$ cat config.mk
export PLATFORM = sky130hd
export DESIGN_NAME = mux_21_4_arbiter
export DESIGN_NICKNAME = d
export VERILOG_FILES = /design/src/rtl/mux_21_4_arbiter.sv
export SDC_FILE = /design/constraint.sdc
export NUM_CORES = 1
export LEC_CHECK = 0
export ABC_CLOCK_PERIOD_IN_PS = 1800
export CAP_MARGIN = 20
export CELL_PAD_IN_SITES_DETAIL_PLACEMENT = 0
export CELL_PAD_IN_SITES_GLOBAL_PLACEMENT = 1
export CORE_MARGIN = 2
export CORE_UTILIZATION = 34
export DETAILED_ROUTE_END_ITERATION = 10
export PLACE_DENSITY_LB_ADDON = 0.1
export REMOVE_ABC_BUFFERS = 1
export SLEW_MARGIN = 0
export SYNTH_ARGS = -nofsm -noshare
export SYNTH_HDL_FRONTEND = slang
export SYNTH_SLANG_ARGS = --single-unit
$ cat constraint.sdc
create_clock -name clk -period 1.8 [get_ports clk]
set_input_delay 0.18 -clock clk [delete_from_list [all_inputs] [get_ports clk]]
set_output_delay 0.18 -clock clk [all_outputs]
set_load 0.01 [all_outputs]
$ cat src/rtl/mux_21_4_arbiter.sv
// Round-robin arbiter for two valid/grant requesters sharing one registered output word.
// Each requester gets at most BURST consecutive transfers while the other one waits.
module mux_21_4_arbiter #(
  parameter int unsigned WIDTH = 4,
  parameter int unsigned BURST = 2
) (
  input  logic             clk,
  input  logic             Reset_L,
  input  logic             req_a,
  input  logic [WIDTH-1:0] A,
  output logic             gnt_a,
  input  logic             req_b,
  input  logic [WIDTH-1:0] B,
  output logic             gnt_b,
  output logic             S,
  output logic [WIDTH-1:0] Q,
  output logic             valid_out,
  input  logic             ready_in
);

  localparam int unsigned CNT_W = 4;
  localparam logic [CNT_W-1:0] BURST_CNT = CNT_W'(BURST);

  typedef enum logic [1:0] {
    IDLE  = 2'd0,
    GNT_A = 2'd1,
    GNT_B = 2'd2
  } state_t;

  state_t             state, state_nxt;
  logic               last, last_nxt;
  logic [CNT_W-1:0]   cnt, cnt_nxt, cnt_inc;
  logic [WIDTH-1:0]   q_nxt;
  logic               valid_nxt;
  logic               free, xfer_a, xfer_b, burst_done;

  // Grants and select decode from registered state and downstream readiness only
  always_comb begin
    free    = !valid_out || ready_in;
    gnt_a   = (state == GNT_A) && free;
    gnt_b   = (state == GNT_B) && free;
    S       = (state == GNT_B);
    xfer_a  = req_a && gnt_a;
    xfer_b  = req_b && gnt_b;
    cnt_inc = cnt + CNT_W'(1);
  end

  // Next-state, burst counter and output holding register
  always_comb begin
    state_nxt  = state;
    last_nxt   = last;
    cnt_nxt    = cnt;
    q_nxt      = Q;
    valid_nxt  = valid_out;
    burst_done = 1'b0;

    if (xfer_a) begin
      q_nxt     = A;
      valid_nxt = 1'b1;
      last_nxt  = 1'b0;
    end else if (xfer_b) begin
      q_nxt     = B;
      valid_nxt = 1'b1;
      last_nxt  = 1'b1;
    end else if (valid_out && ready_in) begin
      valid_nxt = 1'b0;
    end

    if (xfer_a || xfer_b) begin
      cnt_nxt    = cnt_inc;
      burst_done = (cnt_inc == BURST_CNT);
    end

    case (state)
      IDLE: begin
        cnt_nxt = '0;
        if (req_a && req_b)  state_nxt = last ? GNT_A : GNT_B;
        else if (req_a)      state_nxt = GNT_A;
        else if (req_b)      state_nxt = GNT_B;
      end
      GNT_A: begin
        if (free) begin
          if (!req_a) begin
            cnt_nxt   = '0;
            state_nxt = req_b ? GNT_B : IDLE;
          end else if (burst_done) begin
            cnt_nxt = '0;
            if (req_b) state_nxt = GNT_B;
          end
        end
      end
      GNT_B: begin
        if (free) begin
          if (!req_b) begin
            cnt_nxt   = '0;
            state_nxt = req_a ? GNT_A : IDLE;
          end else if (burst_done) begin
            cnt_nxt = '0;
            if (req_a) state_nxt = GNT_A;
          end
        end
      end
      default: begin
        cnt_nxt   = '0;
        state_nxt = IDLE;
      end
    endcase
  end

  // State and data registers; last starts at B so A wins the first tie
  always_ff @(posedge clk or negedge Reset_L) begin
    if (!Reset_L) begin
      state     <= IDLE;
      last      <= 1'b1;
      cnt       <= '0;
      Q         <= '0;
      valid_out <= 1'b0;
    end else begin
      state     <= state_nxt;
      last      <= last_nxt;
      cnt       <= cnt_nxt;
      Q         <= q_nxt;
      valid_out <= valid_nxt;
    end
  end

endmodule

# Word level (Yosys, flattened, before mapping)
# Cells that the tools add are included.
# word_totals
input_bits	13
reg_bits	12
word_cells	56
output_inout_bits	8
# classes
eq_ne	8
mux	29
add_sub_neg	1
n_reduce_logical	13
# op_table
operator	count
4-bit 2-to-1 mux	8
2-bit 2-to-1 mux	12
4-bit one-hot mux with 2 select lines	1
1-bit 2-to-1 mux	7
1-bit logical AND	6
3-bit != test, second input constant	2
2-bit one-hot mux with 3 select lines	1
5-bit AND reduction	1
4-bit by 1-bit adder with 4-bit output, second input constant	1
4-bit by 2-bit equality test with 1-bit output, second input constant	1
3-bit by 2-bit != test with 1-bit output, second input constant	1
3-bit nonzero test	1
2-bit by 1-bit equality test with 1-bit output, second input constant	1
2-bit equality test, second input constant	1
2-bit zero test	1
1-bit logical OR	2
2-bit by 1-bit != test with 1-bit output, second input constant	1
2-bit != test, second input constant	1
2-bit nonzero test	1
1-bit zero test	1

# Longest topological paths before layout
# Gate-level depths: netlist of the first run.
# depth
word_depth	10
depth_mapped	7
mapped_depth_nobuf	7

# Worst setup path after synthesis of the first run
# Ideal clock, no wire load.
# synth_path
path_type	reg2reg
from	register state[0]
to	register state[1]
stages_incl_launch_ff	8
arrival_ns	1.683
setup_time_ns	0.077
required_time_ns	1.723
slack_ns	0.040
period_less_slack_ns	1.760
n_path_buf	0
cell_sequence	dfrtp_1 > inv_1 > ha_1 > a22oi_2 > a2111oi_2 > a32oi_1 > nand2b_1 > a21oi_1
# synth_via
elab_chain_len	7
word_cells_on_any_way	16
classes_between	eq/ne: 7; mux: 2; reduce/logical: 7
# synth_rtl
element	line	rtl
start, declared	30	state_t state, state_nxt;
start signal, assigned	119	state <= state_nxt;
2-bit equality test (*)	-	
net S	15	output logic S,
1-bit logical AND	41	gnt_b = (state == GNT_B) && free;
1-bit logical AND	44	xfer_b = req_b && gnt_b;
1-bit logical OR	69	if (xfer_a || xfer_b) begin
1-bit 2-to-1 mux	69	
3-bit != test (no line) / 3-bit by 2-bit != test with 1-bit output (equally long branches)	-	
5-bit AND reduction (no line)	-	
# The timed path passes the listed nets; every way through them passes the cells marked *.
# A chain may end at the register's enable or synchronous reset.

# Worst setup path in the final report of the first run
# layout_path
from	register state[0]
to	output port S
# layout_via
elab_chain_len	1
# layout_rtl
element	line	rtl
2-bit equality test	42	S = (state == GNT_B);
end, declared	15	
# No other way between the ends.

==> results of run 1 <==
-- flip-flops by register name, summed over array words and instances (netlist names) --
name       flops
valid_out      1
last           1
cnt            4
Q              4
state          2
-- timing repair --
item	CTS	global route
hold buffers	0	0
buffers inserted	1	0
gates resized for setup	4	4
pin swaps	1	4
hold endpoints to repair	0	0
setup endpoints to repair	3	11
-- per-layer routing --
metal,GRT usage,vias up,part of all wire
met4,0.0658,0,0.0064
met3,0.0345,2,0.044
met1,0.207,323,0.47
met5,0,-,0
li1,-,366,-
met2,0.222,12,0.48
-- metrics by stage --
stage                     hold slack, ns  instances  setup slack [ns]  total power (W)  instance area (um2)
after global routing               0.314        148            -0.116          0.00159                 1130
after CTS                          0.281        149           0.00583          0.00146                 1130
after floorplan                   -0.116         84            0.0397         0.000852                  762
after global placement             0.461        144           0.00363          0.00125                 1090
final                              0.272        148            0.0303          0.00144                 1130
after detailed placement           0.475        144           -0.0588          0.00127                 1090
-- worst max-delay path: cells and delay by family, from the launching register on --
family | cells | cell delay, ns
flops | 1 | 0.38
fa+ha+maj | 1 | 0.22
buf+inv | 3 | 0.72
-- cell families (layout without fill, tap and decap cells) --
| family | count (synthesis) | in the layout | synth area share |
|---|---|---|---|
| multiplexers | 4 | 4 | 0.0513 |
| AND/OR/NAND/NOR | 33 | 33 | 0.202 |
| flip-flops | 12 | 12 | 0.386 |
| XOR/XNOR | 3 | 3 | 0.0337 |
| buffers and inverters | 8 | 41 | 0.0481 |
| AO/OA/AOI/OAI | 21 | 21 | 0.183 |
| adder cells (fa/ha/maj) | 6 | 6 | 0.0962 |
-- worst max-delay path by stage --
| stage | start | endpoint | slack, ns | depth (start not counted) |
|---|---|---|---|---|
| final | state[0]$_DFFE_PN0P_ | S | 0.03 | 4 |
| after global routing | state[1]$_DFFE_PN0P_ | state[1]$_DFFE_PN0P_ | -0.12 | 7 |
| after CTS | state[0]$_DFFE_PN0P_ | cnt[1]$_DFF_PN0_ | 0.006 | 9 |
| after detailed placement | req_a | state[1]$_DFFE_PN0P_ | -0.06 | 6 |
| after global placement | req_a | state[1]$_DFFE_PN0P_ | 0.004 | 6 |
| after floorplan | state[0]$_DFFE_PN0P_ | state[1]$_DFFE_PN0P_ | 0.04 | 7 |
-- layout by cell type (no fill, tap or decap), drive strengths merged --
cell type	netlist	final
dfstp	1	1
nand2b	3	3
or2	1	1
a21boi	1	1
a211oi	1	1
a31oi	1	1
nor2	9	9
nand2	10	10
inv	5	5
nand4	3	3
a2111oi	1	1
mux2i	4	4
xnor2	1	1
o31ai	1	1
o22a	1	1
dlygate4sd2	0	2
nand3	1	1
and3	1	1
clkdlybuf4s50	0	18
a211o	1	1
clkbuf	2	4
o21ai	9	9
a21oi	3	3
xor2	2	2
a32oi	1	1
ha	6	6
nor2b	5	5
a22oi	1	1
dfrtp	11	11
buf	1	12
-- where the power goes --
part	total, W	switching, W	internal, W
combinational	0.000851	0.000411	0.000440
clock	0.000172	0.0000859	0.0000858
sequential	0.000419	0.0000492	0.000370
-- final cells by class --
type                    count  area, um2
repair buffers             32        288
inverters                   5       18.8
well taps                  28       35.0
flip-flops and latches     12        302
multi-input cells          67        459
fillers                   210       1060
clock buffers               4       26.3
==> qor.txt, run 1 <==
Pwr/cell area -> 1280 mW/mm2
Length in cells of the worst reg-to-reg path -> 7
Worst r2r dst -> state[1]$_DFFE_PN0P_
Primary FF master, synth -> dfrtp_1
Layout area overhead -> 44.6%
Layout cells sized above 1 -> 0.183
Max VDD drop -> 0.581 mV
Antenna cells -> 0
R2R setup slack -> 0.07 ns
Clk Latency, worst-skew pair -> 0.27 ns
Sequential share of the synthesized area -> 0.386
Die X-Extent -> 51.9 um
FFs w/ async S/R, synth -> 1.00
Via count -> 703
Slew headroom -> 0.614
CTS tree -> built
Core Util, Final -> 0.515
Synth Instances -> 87
Initial Util -> 0.356
Status -> complete, no violations
RSZ-0062 raised after global routing -> yes
Critical Path AT -> 1.59 ns
Period Utilization, post-route -> 0.983
Final global-route overflow total -> 0
Post-Syn Area -> 781 um2
Worst min path class -> in -> async
Die H -> 51.9 um
Most area-hungry cell type in the Yosys netlist -> dfrtp_1
Crit path max-delay cell type -> clkdlybuf4s50_1
# DRC -> 0
Clk root buf -> clkbuf_4
Reg2Reg Launch Point -> state[1]$_DFFE_PN0P_
Drt wl/cell -> 11.7 um
F_max -> 0.565 GHz
Unique masters post-synth -> 29
Number of enable flip-flop cells after synthesis -> 0
Vias in the first global route -> 673
Post-synthesis sequential element count -> 12
Hold Violations, Final -> 0
Total Wirelength -> 1.73 mm
First-pass DRT Iterations -> 4
Count leader, synth -> dfrtp_1
H-tree Lvls -> 1
GRT Total Usage -> 0.150
Setup Skew -> 0.00678 ns
Iter 0 DRT Violations -> 20
Crit path time final -> 1.77 ns
Fin. max-slew vios -> 0
Vias per inst -> 4.75
Syn Area/Cell -> 8.97 um2
Num rows -> 17
Cts bufs inserted -> 3
First-pass GRT wire length -> 2.97 mm
Setup TNS Final -> 0 ns
Synth warn -> 0
# IOs -> 21
Core area -> 0.00219 mm2
GPL Wtd Cong -> 0.706
CP cell instances -> inv_1 > ha_2 > buf_4 > clkdlybuf4s50_1
Reg clk slew, reported paths -> 0.07 ns
Setup crit start kind -> register
Largest net degree at the start of global routing -> 13
Max_cap viols -> 0
Clock Tree Buf Depth -> 2
Top-area cell type share of the netlist area -> 0.353
PortBufs -> 20
Leak pwr -> 0.486 nW
CP Capture Type -> output port
Clock sink total -> 12
Highest net fanout along the worst path -> 4
Setup violators final -> 0
DRT antenna net count -> 0
Synth top area cells -> dfrtp_1, ha_1, mux2i_1
Most common library cells after synthesis -> dfrtp_1, nand2_1, nor2_1
Dpl hpwl -> 1.35 mm
Worst Path Required -> 1.62 ns
Die ar. -> 0.00270 mm2
Nets -> 140
Least-Margin Pin Slew -> 0.577 ns
Initial antenna violation count -> 0
Crit-path max cell delay -> 0.52 ns
CP Class -> reg -> out
No activity file was read; power rests on OpenSTA's default activity.
==> run 2: changes to the inputs <==
Settings changed: SLEW_MARGIN 0 to 20.
==> results of run 2 <==
Final layout, timing and power as in run 1 (identical DEF).
==> run 3: changes to the inputs <==
Settings changed: CTS_CLUSTER_SIZE from default to 30.
==> results of run 3 <==
Final layout, timing and power as in run 1 (identical DEF).
